--- src/rtl/seq1010_rr_scheduler.sv ---
`default_nettype none
// ============================================================================
// Module   : seq1010_rr_scheduler
// Purpose  : One "1010" detector engine shared round-robin among NCH channels.
// Option   : define SEQ1010_MATCH_CNT_EN to build the saturating match counter.
// Revision : 1.0
// ============================================================================
module seq1010_rr_scheduler #(
  parameter int NCH  = 4,
  parameter int CHW  = 2,
  parameter int CNTW = 16
) (
  input  logic            clk,
  input  logic            reset,
  input  logic [NCH-1:0]  req,
  input  logic [NCH-1:0]  d,
  input  logic [NCH-1:0]  clr,
  output logic [NCH-1:0]  gnt,
  output logic            match_valid,
  output logic [CHW-1:0]  match_ch,
  output logic [2:0]      state_mon,
  output logic [CNTW-1:0] match_count
);

  typedef enum logic [2:0] {
    S0 = 3'b000,
    S1 = 3'b001,
    S2 = 3'b010,
    S3 = 3'b011,
    S4 = 3'b100
  } state_t;

  state_t         r_state [NCH];
  state_t         r_state_mon;
  logic [CHW-1:0] r_ptr;
  logic           r_match_valid;
  logic [CHW-1:0] r_match_ch;

  logic [NCH-1:0] w_elig;
  logic [NCH-1:0] w_gnt;
  logic [CHW-1:0] w_gnt_idx;
  logic           w_any;
  state_t         w_new_state;
  logic           w_hit;

  // Pointer stays below NCH and offsets are below NCH, so one subtract wraps.
  function automatic logic [CHW-1:0] wrap_idx(input logic [CHW-1:0] p, input int off);
    int s;
    s = int'(p) + off;
    if (s >= NCH) s = s - NCH;
    return s[CHW-1:0];
  endfunction

  function automatic state_t next_state(input state_t s, input logic b);
    state_t n;
    n = S0;
    case (s)
      S0:      n = b ? S1 : S0;
      S1:      n = b ? S1 : S2;
      S2:      n = b ? S3 : S0;
      S3:      n = b ? S1 : S4;
      S4:      n = b ? S3 : S0;
      default: n = S0;
    endcase
    return n;
  endfunction

  assign w_elig = req & ~clr;

  always_comb begin
    w_any     = 1'b0;
    w_gnt_idx = '0;
    w_gnt     = '0;
    for (int off = 0; off < NCH; off++) begin
      if (!w_any && w_elig[wrap_idx(r_ptr, off)]) begin
        w_any     = 1'b1;
        w_gnt_idx = wrap_idx(r_ptr, off);
      end
    end
    w_gnt[w_gnt_idx] = w_any;
  end

  always_comb begin
    w_new_state = next_state(r_state[w_gnt_idx], d[w_gnt_idx]);
    w_hit       = w_any && (w_new_state == S4);
  end

  always_ff @(posedge clk) begin
    if (reset) begin
      for (int i = 0; i < NCH; i++) r_state[i] <= S0;
      r_ptr         <= '0;
      r_match_valid <= 1'b0;
      r_match_ch    <= '0;
      r_state_mon   <= S0;
    end else begin
      // A cleared channel is never eligible, so clear and service cannot collide.
      for (int i = 0; i < NCH; i++) begin
        if (clr[i]) begin
          r_state[i] <= S0;
        end else if (w_any && (w_gnt_idx == i[CHW-1:0])) begin
          r_state[i] <= w_new_state;
        end
      end
      r_match_valid <= w_hit;
      if (w_any) begin
        r_ptr       <= wrap_idx(w_gnt_idx, 1);
        r_match_ch  <= w_gnt_idx;
        r_state_mon <= w_new_state;
      end
    end
  end

`ifdef SEQ1010_MATCH_CNT_EN
  logic [CNTW-1:0] r_match_count;

  always_ff @(posedge clk) begin
    if (reset) begin
      r_match_count <= '0;
    end else if (w_hit && (r_match_count != {CNTW{1'b1}})) begin
      r_match_count <= r_match_count + 1'b1;
    end
  end

  assign match_count = r_match_count;
`else
  assign match_count = '0;
`endif

  assign gnt         = w_gnt;
  assign match_valid = r_match_valid;
  assign match_ch    = r_match_ch;
  assign state_mon   = r_state_mon;

endmodule
`default_nettype wire
--- config.mk ---
export PLATFORM = sky130hd
export DESIGN_NAME = seq1010_rr_scheduler
export DESIGN_NICKNAME = d
export VERILOG_FILES = /design/src/rtl/seq1010_rr_scheduler.sv
export SDC_FILE = /design/constraint.sdc
export NUM_CORES = 1
export LEC_CHECK = 0
export ABC_AREA = 1
export ABC_CLOCK_PERIOD_IN_PS = 5300
export CORE_MARGIN = 2
export CORE_UTILIZATION = 45
export DETAILED_ROUTE_END_ITERATION = 8
export GPL_TIMING_DRIVEN = 0
export PLACE_DENSITY = 0.73
export RECOVER_POWER = 25
export SYNTH_ARGS = -nofsm -noshare
export SYNTH_HDL_FRONTEND = slang
export SYNTH_SLANG_ARGS = --single-unit
--- constraint.sdc ---
create_clock -name clk -period 5.3 [get_ports clk]
set_input_delay 0.795 -clock clk [delete_from_list [all_inputs] [get_ports clk]]
set_output_delay 0.795 -clock clk [all_outputs]
set_load 0.01 [all_outputs]
==> key figures, run 1 <==
STA
  • Slew Limit Fails: 0
  • RSZ-0062 raised after global routing: no
  • Setup total negative slack: 0 ns
  • Clock Skews: 0.00288 ns
  • Hold Slack: 0.453 ns
  • Setup ws final: 0.878 ns
  • Fin crit period: 4.42 ns
  • Final hold vios: 0
  • Fin crit share: 83.4%
  • Fmax: 0.226 GHz
  • Setup violations, final: 0

Floorplanning
  • I/O pin count: 40
  • Core ar.: 3690 µm²
  • Total die area: 4370 µm²
  • Row cnt: 22
  • DIE WIDTH: 66.1 µm
  • Starting Density: 47.0%
  • Die Ht: 66.1 µm

Drt
  • Router iterations before antenna repair: 4
  • DR WL/cell: 11.2 µm
  • DR vias: 1416
  • Initial DRC Count: 38
  • Drt via density: 4.70
  • DR DRC count: 0
  • ANT nets after route: 0
  • Drt total wl: 3370 µm

Final layout
  • Ant diodes: 0
  • Area Overhead vs Synth: 22.1%
  • Area of the multi-input gates: 966 µm²
  • Fill cells: 369
  • FF+latch area: 520 µm²
  • Final-stage net count: 272
  • Final Instance Count excl. Fillers: 301
  • Final core occ: 57.4%
  • Final Cell Area: 2120 µm²
  • Layout cells sized above 1: 25.3%

Global routing
  • Largest net degree at the start of global routing: 13
  • Initial antenna violation count: 0
  • Global Route Usage Sum: 16.4%
  • Gr ovfl total: 0
  • First-pass GRT wire length: 5530 µm
  • Vias in the first global route: 1191

Worst setup path
  • WP buf/inv: 5
  • Data arrival, critical path: 3.63 ns
  • CP Max Fanout: 10
  • CP Data Required Time: 4.51 ns
  • Setup Crit Path Kind: input pin to primary output
  • Cell-by-cell trace of the critical path: clkdlybuf4s50_1, inv_1, nand3_1, nand3_1, nand2_4, nand4_1, nand3_1, inv_1, ha_1, inv_1, nor2_1, clkdlybuf4s50_1
  • Slowest Stage Delay on Critical Path: 0.56 ns
  • Kind of end point of the critical path: primary output
  • Critical path's slowest cell: clkdlybuf4s50_1
  • Startpoint type of the worst setup path: input pin
  • Crit-path leading delay family: buffers and inverters

Power
  • Int Pwr: 0.726 mW
  • Leak: 1.04 nW
  • Overall power: 1.52 mW
  • Sequential power share: 15.5%
  • P_sw: 0.793 mW
  • Worst VDD drop: 301 µV
  • Clock power share: 10.0%
  • Power Density: 717 nW/µm²
  • Combinational cell fraction of total power: 74.5%
  • Switching part of the total power: 52.2%

Clock network
  • CTS tree: done
  • Post-cts resize count: 0
  • Clk pin slew, worst setup/hold paths: 0.07 ns
  • CTS Buffer Depth: 2
  • CTS Buf Count: 3
  • Htree depth: 1
  • Post-CTS setup buffers: 0
  • CTS sink cnt: 20
  • Clk_lat worst skew: 0.26 ns
  • Hold buffers post-CTS: 0
  • CTS root buf: clkbuf_8

Placed design
  • Dpl cell area: 2080 µm²
  • DP Wirelength: 2760 µm
  • Pre-CTS setup slack: 1.30 ns
  • PortBufs: 23
  • Placer Congestion: 0.874
  • Cells after DPL: 297

Status
  • Status: finished clean

Yosys
  • Avg Inst Size Synth: 8.22 µm²
  • Synth warn: 0
  • Seq cells post-synth: 20
  • Post-synth cell types: 25
  • Mapped cell area: 1740 µm²
  • Register area share after synthesis: 30.0%
  • Gate Count Post-Synth: 211

Min path
  • Worst hold path type: flip-flop to flip-flop

Flow run
  • Max Cap Viol: 0
logic make-up (layout without fill, tap and decap cells):
logic type	Yosys count	after routing	share of synthesized area, %
and+or+nand+nor	130	130	45.5
buffers and inverters	43	70	15.6
DFF	20	20	30.0
AOI/OAI and AO/OA	13	13	5.84
adders and majority gates	4	4	2.88
other	1	16	0.216
final timing paths:
kind,depth (start not counted),from,slack (ns),endpoint
setup / recovery,12,clr[1],0.88,gnt[1]
setup reg to reg,12,r_ptr[0]$_SDFFE_PP0P_,2.43,r_state[1][2]$_SDFFCE_PN0P_
hold / removal,2,state_mon[1]$_SDFFE_PP0P_,0.45,state_mon[1]$_SDFFE_PP0P_
hold reg to reg,2,state_mon[1]$_SDFFE_PP0P_,0.45,state_mon[1]$_SDFFE_PP0P_
layout make-up:
| cell class | instances | share of cell area (%) |
|---|---|---|
| Sequential cell | 20 | 24.6 |
| Multi-Input combinational cell | 163 | 45.6 |
| Inverter | 24 | 5.08 |
| Tap cell | 48 | 2.84 |
| Buffer | 19 | 7.68 |
| Clock buffer | 3 | 1.95 |
| Timing Repair Buffer | 23 | 10.9 |
| Clock inverter | 1 | 1.42 |
flip-flops by register name, indices dropped and copies added (netlist names):
name,flops
r_ptr,2
state_mon,3
match_ch,2
match_valid,1
r_state,12
cells in the final DEF, fill, tap and decap left out, types with 2 or more instances in the layout:
master,Yosys,routed
nand2_1,49,50
nand3_1,23,24
inv_1,20,20
clkdlybuf4s50_1,0,17
buf_4,16,16
conb_1,1,16
nor2_1,13,13
edfxtp_1,12,12
nand3_2,11,11
nand2_4,12,11
nand2_2,9,9
nand4_1,8,9
a21oi_1,8,8
dfxtp_1,8,8
dlygate4sd3_1,0,6
ha_1,4,4
clkbuf_8,0,3
buf_6,2,2
inv_4,2,2
o211ai_4,2,2
o21ai_1,2,2
Yosys cell counts (all sizes together):
library cell / n / area (µm²)
conb: 1 / 3.75
a21oi: 8 / 40.0
buf: 19 / 163
o21ai: 3 / 18.8
nand4: 11 / 105
nand3: 36 / 260
nor2: 13 / 48.8
inv: 23 / 98.8
nand2: 70 / 375
dfxtp: 8 / 160
ha: 4 / 50.1
o211ai: 2 / 42.5
edfxtp: 12 / 360
clkinv: 1 / 8.76
worst reg2reg max path, stage by stage, from the launching register on:
cell and delay [ns]:
dfxtp_1 0.33, buf_6 0.16, nand3_1 0.13, nand3_1 0.15, nand2_4 0.10, nand4_1 0.34
nand3_1 0.35, inv_1 0.27, ha_1 0.18, inv_1 0.04, nor2_1 0.16, nand3_1 0.17
nand3_1 0.19
routing by layer:
| layer | global-route usage, % | part of all wire (%) | vias to the layer above |
|---|---|---|---|
| li1 | - | - | 753 |
| met2 | 26.8 | 47 | 33 |
| met3 | 4.09 | 5.1 | 2 |
| met4 | 2.30 | 0.36 | 0 |
| met5 | 0 | 0 | - |
| met1 | 22.3 | 48 | 628 |
power by group through the flow:
stage | Clock [mW] | Sequential (mW) | Combinational, mW
final | 0.152 | 0.235 | 1.13
after global routing | 0.161 | 0.239 | 1.25
after CTS | 0.155 | 0.236 | 1.18
after detailed placement | 0 | 0.239 | 1.18
after global placement | 0 | 0.238 | 1.16
after floorplan | 0 | 0.244 | 0.901
(Power assumes the default switching activity.)
==> run 2, diff against run 1 <==
--- a/config.mk
+++ b/config.mk
@@ -6,12 +6,12 @@
 export NUM_CORES = 1
 export LEC_CHECK = 0
 export ABC_AREA = 1
-export ABC_CLOCK_PERIOD_IN_PS = 5300
+export ABC_CLOCK_PERIOD_IN_PS = 3600
 export CORE_MARGIN = 2
 export CORE_UTILIZATION = 45
 export DETAILED_ROUTE_END_ITERATION = 8
 export GPL_TIMING_DRIVEN = 0
-export PLACE_DENSITY = 0.73
+export PLACE_DENSITY = 0.76
 export RECOVER_POWER = 25
 export SYNTH_ARGS = -nofsm -noshare
 export SYNTH_HDL_FRONTEND = slang
==> constraint.sdc (replaced) <==
create_clock -name clk -period 3.6 [get_ports clk]
set_input_delay 0.54 -clock clk [delete_from_list [all_inputs] [get_ports clk]]
set_output_delay 0.54 -clock clk [all_outputs]
set_load 0.01 [all_outputs]
==> key figures, run 2 (synthesis results as in run 1) <==
Floorplanning
  • DIE WIDTH: 66.1 µm
  • Core ar.: 3690 µm²
  • I/O pin count: 40
  • Row cnt: 22
  • Die Ht: 66.1 µm
  • Total die area: 4370 µm²
  • Starting Density: 47.0%

Final layout
  • Ant diodes: 0
  • Commonest non-fill, non-tap cells in the layout: nand2_1, nand3_1, inv_1
  • Area Overhead vs Synth: 24.1%
  • Final core occ: 58.4%
  • Biggest register: r_state
  • Commonest non-fill, non-tap cell in the layout: nand2_1
  • FF+latch area: 520 µm²
  • Layout cells sized above 1: 26.9%
  • Area of the multi-input gates: 1000 µm²
  • Number of flip-flops in the largest register: 12
  • Fill cells: 367
  • Final Cell Area: 2150 µm²
  • Final-stage net count: 272

Drt
  • ANT nets after route: 0
  • DR DRC count: 0
  • Router iterations before antenna repair: 4
  • Drt total wl: 3520 µm
  • Drt via density: 4.80
  • Initial DRC Count: 68
  • DR WL/cell: 11.7 µm
  • DR vias: 1446

STA
  • Setup violations, final: 0
  • Final hold vios: 0
  • RSZ-0062 raised after global routing: no
  • Slew Limit Fails: 0
  • Clock Skews: 0.00626 ns
  • Setup total negative slack: 0 ns
  • Fin crit share: 96.1%
  • Fin crit period: 3.46 ns
  • Hold Slack: 0.451 ns
  • Fmax: 0.289 GHz

Worst setup path
  • CP Data Required Time: 3.06 ns
  • Slowest Stage Delay on Critical Path: 0.56 ns
  • Worst setup path end: gnt[1]
  • Data arrival, critical path: 2.92 ns
  • Setup Crit Path Kind: input pin to primary output
  • Flop2flop setup slack: 1.17 ns
  • Worst r2r dst: r_state[1][2]$_SDFFCE_PN0P_
  • Path depth of the worst reg2reg path: 14
  • Critical path's slowest cell: clkdlybuf4s50_1
  • CP most frequent cell: nand2_4
  • Beginning of the critical path: clr[2]
  • CP Max Fanout: 7
  • Startpoint type of the worst setup path: input pin
  • Cell-by-cell trace of the critical path: clkdlybuf4s50_1, inv_1, nand3_1, nand3_2, nand2_4, nand2_4, nand2_4, nand2_4, nand3_4, inv_2, ha_1, inv_1, nor2_1, clkdlybuf4s50_1
  • Kind of end point of the critical path: primary output
  • FF-to-FF Start: r_ptr[0]$_SDFFE_PP0P_

Global routing
  • First-pass GRT wire length: 5980 µm
  • Gr ovfl total: 0
  • Vias in the first global route: 1309
  • Largest net degree at the start of global routing: 13
  • Initial antenna violation count: 0
  • Global Route Usage Sum: 17.6%

Clock network
  • CTS tree: done
  • CTS Buf Count: 3
  • Clk pin slew, worst setup/hold paths: 0.08 ns
  • CTS sink cnt: 20
  • Post-cts resize count: 0
  • CTS Buffer Depth: 2
  • Post-CTS setup buffers: 0
  • Clk_lat worst skew: 0.26 ns
  • Hold buffers post-CTS: 0
  • CTS root buf: clkbuf_8
  • Htree depth: 1

Placed design
  • Placer Congestion: 0.798
  • PortBufs: 23
  • DP Wirelength: 2840 µm
  • Dpl cell area: 2080 µm²

Power
  • P_sw: 1.21 mW
  • Worst VDD drop: 371 µV
  • Int Pwr: 1.09 mW
  • Sequential power share: 15.0%
  • Overall power: 2.31 mW
  • Combinational cell fraction of total power: 75.1%
  • Switching part of the total power: 52.6%
  • Clock power share: 9.9%
  • Leak: 1.05 nW
  • Power Density: 1070 nW/µm²

Status
  • Status: finished clean

Min path
  • Worst hold path type: flip-flop to flip-flop

Flow run
  • Max Cap Viol: 0
==> run 2: cell types whose count changed in the layout (fill, tap and decap cells not counted) <==
cell	before	now
nand3_4	1	2
nand2_1	50	49
nand3_1	24	23
nand4_4	1	2
inv_2	0	1
nand2_4	11	12
nand4_1	9	8
inv_1	20	19
==> run 2: power groups by stage <==
stage | sequential (mW) | clock, mW | combinational [mW]
after floorplan | 0.359 | 0 | 1.33
after global routing | 0.355 | 0.240 | 1.90
after CTS | 0.348 | 0.230 | 1.74
after global placement | 0.350 | 0 | 1.70
final | 0.347 | 0.229 | 1.73
after detailed placement | 0.353 | 0 | 1.73
==> run 2: final cells by class <==
class,instances,share of cell area [%]
buffer,19,7.55
tap,48,2.79
inverter,24,5.00
multi-input combinational,163,46.5
sequential,20,24.2
clock inverter,1,1.39
timing repair buffer,23,10.7
clock buffer,3,1.92
==> run 2: how the worst min path moves through the flow <==
| stage | start | to | slack [ns] | cells after the start |
|---|---|---|---|---|
| after floorplan | state_mon[1]$_SDFFE_PP0P_ | state_mon[1]$_SDFFE_PP0P_ | 0.47 | 2 |
| after global placement | state_mon[1]$_SDFFE_PP0P_ | state_mon[1]$_SDFFE_PP0P_ | 0.44 | 2 |
| after detailed placement | state_mon[1]$_SDFFE_PP0P_ | state_mon[1]$_SDFFE_PP0P_ | 0.44 | 2 |
| after CTS | state_mon[1]$_SDFFE_PP0P_ | state_mon[1]$_SDFFE_PP0P_ | 0.46 | 2 |
| after global routing | state_mon[1]$_SDFFE_PP0P_ | state_mon[1]$_SDFFE_PP0P_ | 0.46 | 2 |
| final | state_mon[1]$_SDFFE_PP0P_ | state_mon[1]$_SDFFE_PP0P_ | 0.45 | 2 |
==> run 2: worst max-delay path, delay by kind of cell <==
| family | cells | cell delay (ns) |
|---|---|---|
| adder cells (fa/ha/maj) | 1 | 0.16 |
| buffers and inverters | 5 | 1.27 |
| AND/OR/NAND/NOR | 8 | 0.94 |
==> run 2: layer usage <==
metal,GRT usage (%),wire (µm),vias up,share of wire (%)
met5,0,0,-,0
li1,-,-,746,-
met3,3.24,238,6,6.8
met1,23.5,1640,641,47
met4,4.34,36,0,1.0
met2,29.4,1610,53,46
==> run 2: stage by stage <==
step	instances	setup slack [ns]
after floorplan	226	1.23
after global placement	297	0.132
after detailed placement	297	0.0873
after CTS	301	0.0796
after global routing	301	0.0313
final	301	0.141
==> run 3, diff against run 2 <==
--- a/config.mk
+++ b/config.mk
@@ -13,6 +13,7 @@
 export GPL_TIMING_DRIVEN = 0
 export PLACE_DENSITY = 0.76
 export RECOVER_POWER = 25
+export REMOVE_ABC_BUFFERS = 1
 export SYNTH_ARGS = -nofsm -noshare
 export SYNTH_HDL_FRONTEND = slang
 export SYNTH_SLANG_ARGS = --single-unit
==> constraint.sdc (replaced) <==
create_clock -name clk -period 3.6 [get_ports clk]
set_input_delay 0.72 -clock clk [delete_from_list [all_inputs] [get_ports clk]]
set_output_delay 0.72 -clock clk [all_outputs]
set_load 0.01 [all_outputs]
==> key figures, run 3 (synthesis results as in run 1) <==
Drt
  • Initial DRC Count: 62
  • DR DRC count: 0
  • Router iterations before antenna repair: 4
  • DR WL/cell: 12.2 µm
  • Drt via density: 4.90
  • DR vias: 1422
  • Drt total wl: 3530 µm
  • ANT nets after route: 0

Floorplanning
  • Starting Density: 47.0%
  • DIE WIDTH: 66.1 µm
  • Row cnt: 22
  • Core ar.: 3690 µm²
  • Die Ht: 66.1 µm
  • I/O pin count: 40
  • Total die area: 4370 µm²

Clock network
  • CTS Buf Count: 3
  • CTS tree: done
  • CTS sink cnt: 20
  • Clk pin slew, worst setup/hold paths: 0.07 ns
  • Htree depth: 1
  • CTS Buffer Depth: 2
  • CTS root buf: clkbuf_8
  • Clk_lat worst skew: 0.26 ns

STA
  • RSZ-0062 raised after global routing: no
  • Relative slew slack: 63.5%
  • Fin crit share: 96.0%
  • Setup ws final: 0.144 ns
  • Fmax: 0.289 GHz
  • Slew Limit Fails: 0
  • Final hold vios: 0
  • Clock Skews: 0.00347 ns
  • Setup violations, final: 0
  • Worst-Margin Slew: 0.547 ns
  • Fin crit period: 3.46 ns

Final layout
  • Final core occ: 55.5%
  • Ant diodes: 0
  • Biggest register: r_state
  • Commonest non-fill, non-tap cells in the layout: nand2_1, nand3_1, conb_1
  • Layout cells sized above 1: 26.9%
  • Number of flip-flops in the largest register: 12
  • Area Overhead vs Synth: 18.0%
  • Commonest non-fill, non-tap cell in the layout: nand2_1
  • Final-stage net count: 261
  • Final Instance Count excl. Fillers: 290

Status
  • Status: finished clean

Worst setup path
  • Data arrival, critical path: 2.74 ns
  • Slowest Stage Delay on Critical Path: 0.41 ns
  • Worst r2r dst: r_state[1][1]$_SDFFCE_PN0P_
  • CP Data Required Time: 2.88 ns
  • Setup Crit Path Kind: input pin to primary output
  • Cell-by-cell trace of the critical path: clkdlybuf4s50_1, inv_2, nand3_1, nand3_2, nand2_4, nand2_4, nand2_4, nand2_4, nand3_4, buf_4, ha_1, nand2_1, inv_1, dlygate4sd2_1
  • Kind of end point of the critical path: primary output
  • CP most frequent cell: nand2_4
  • WP buf/inv: 5
  • Crit-path leading delay family: buffers and inverters
  • Critical path's slowest cell: clkdlybuf4s50_1
  • Path depth of the worst reg2reg path: 17
  • CP Max Fanout: 7
  • Flop2flop setup slack: 0.90 ns
  • FF-to-FF Start: r_ptr[0]$_SDFFE_PP0P_
  • Startpoint type of the worst setup path: input pin

Min path
  • Worst hold path type: flip-flop to flip-flop
  • Hold endpoint: state_mon[1]$_SDFFE_PP0P_
  • Min-delay src: state_mon[1]$_SDFFE_PP0P_
  • WHS Path Cells: 2

Power
  • Leak: 0.974 nW
  • Overall power: 2.27 mW
  • Worst VDD drop: 405 µV
  • Power Density: 1110 nW/µm²

Placed design
  • Cells after DPL: 278
  • PortBufs: 23
  • DP Wirelength: 2630 µm
  • Pre-CTS setup slack: -0.517 ns
  • Placer Congestion: 0.911

Global routing
  • Largest net degree at the start of global routing: 12
  • Vias in the first global route: 1283
  • Global Route Usage Sum: 17.4%
  • Initial antenna violation count: 0
  • First-pass GRT wire length: 5820 µm
  • Gr ovfl total: 0

Flow run
  • Max Cap Viol: 0
[run 3: cell count changes in the layout (fill, tap and decap cells not counted), sizes merged]
cell,delta
buf,-11
bufinv,-1
clkbuf,+1
clkdlybuf4s50,-4
dlygate4sd2,+4
[run 3: through the flow]
step	TNS, ns	hold WS (ns)	area, µm²
global route	0	0.482	2050
finish	0	0.463	2050
CTS	0	0.466	2020
floorplan	0	0.474	1630
detailed placement	-1.51	0.448	1920
global placement	-1.36	0.449	1920
[run 3: power by group]
| part | internal, mW | total, mW | switching, mW |
|---|---|---|---|
| registers | 0.320 | 0.379 | 0.0588 |
| clock network | 0.0789 | 0.154 | 0.0747 |
| logic | 0.633 | 1.74 | 1.11 |
| total | 1.03 | 2.27 | 1.24 |
[run 3: layout make-up]
type / instances / area (µm²)
Clock buffer: 4 / 45.0
Timing Repair Buffer: 31 / 285
Fill cell: 339 / 1640
Sequential cell: 20 / 520
Multi-Input combinational cell: 163 / 1030
Inverter: 24 / 110
Tap cell: 48 / 60.1
[run 3: worst reg2reg max path, cell delays in order (launching register included)]
cell     delay, ns
dfxtp_1       0.67
nand3_1       0.25
nand3_2       0.15
nand2_4       0.09
nand2_4       0.11
nand2_4       0.05
nand2_4       0.10
nand3_4       0.10
buf_4         0.16
buf_4         0.17
nand2_1       0.08
nand2_1       0.05
nand2_1       0.05
nand2_1       0.09
nand2_1       0.08
nand2_2       0.07
nand3_2       0.12
a21oi_1       0.07
[run 3: timing repair]
action                     CTS  global route
setup endpoints to repair    4             3
pin swaps                    3             2
gates resized for setup     13             3
buffers inserted             5             3
hold buffers                 0             0
[run 3: how the worst max path moves through the flow]
stage | from | end | slack, ns | depth (start not counted)
after detailed placement | clr[1] | gnt[3] | -0.52 | 14
after floorplan | clr[2] | gnt[1] | 0.74 | 12
after global placement | clr[1] | gnt[3] | -0.48 | 14
after CTS | clr[1] | gnt[3] | 0.13 | 13
final | clr[0] | gnt[0] | 0.14 | 14
after global routing | clr[0] | gnt[2] | 0.004 | 14
[run 3: layer usage]
| metal | global-route usage [%] | up-vias | routed length (µm) |
|---|---|---|---|
| met1 | 23.6 | 634 | 1600 |
| met4 | 6.89 | 0 | 41 |
| li1 | - | 728 | - |
| met2 | 27.4 | 55 | 1630 |
| met5 | 0 | - | 0 |
| met3 | 3.24 | 5 | 264 |
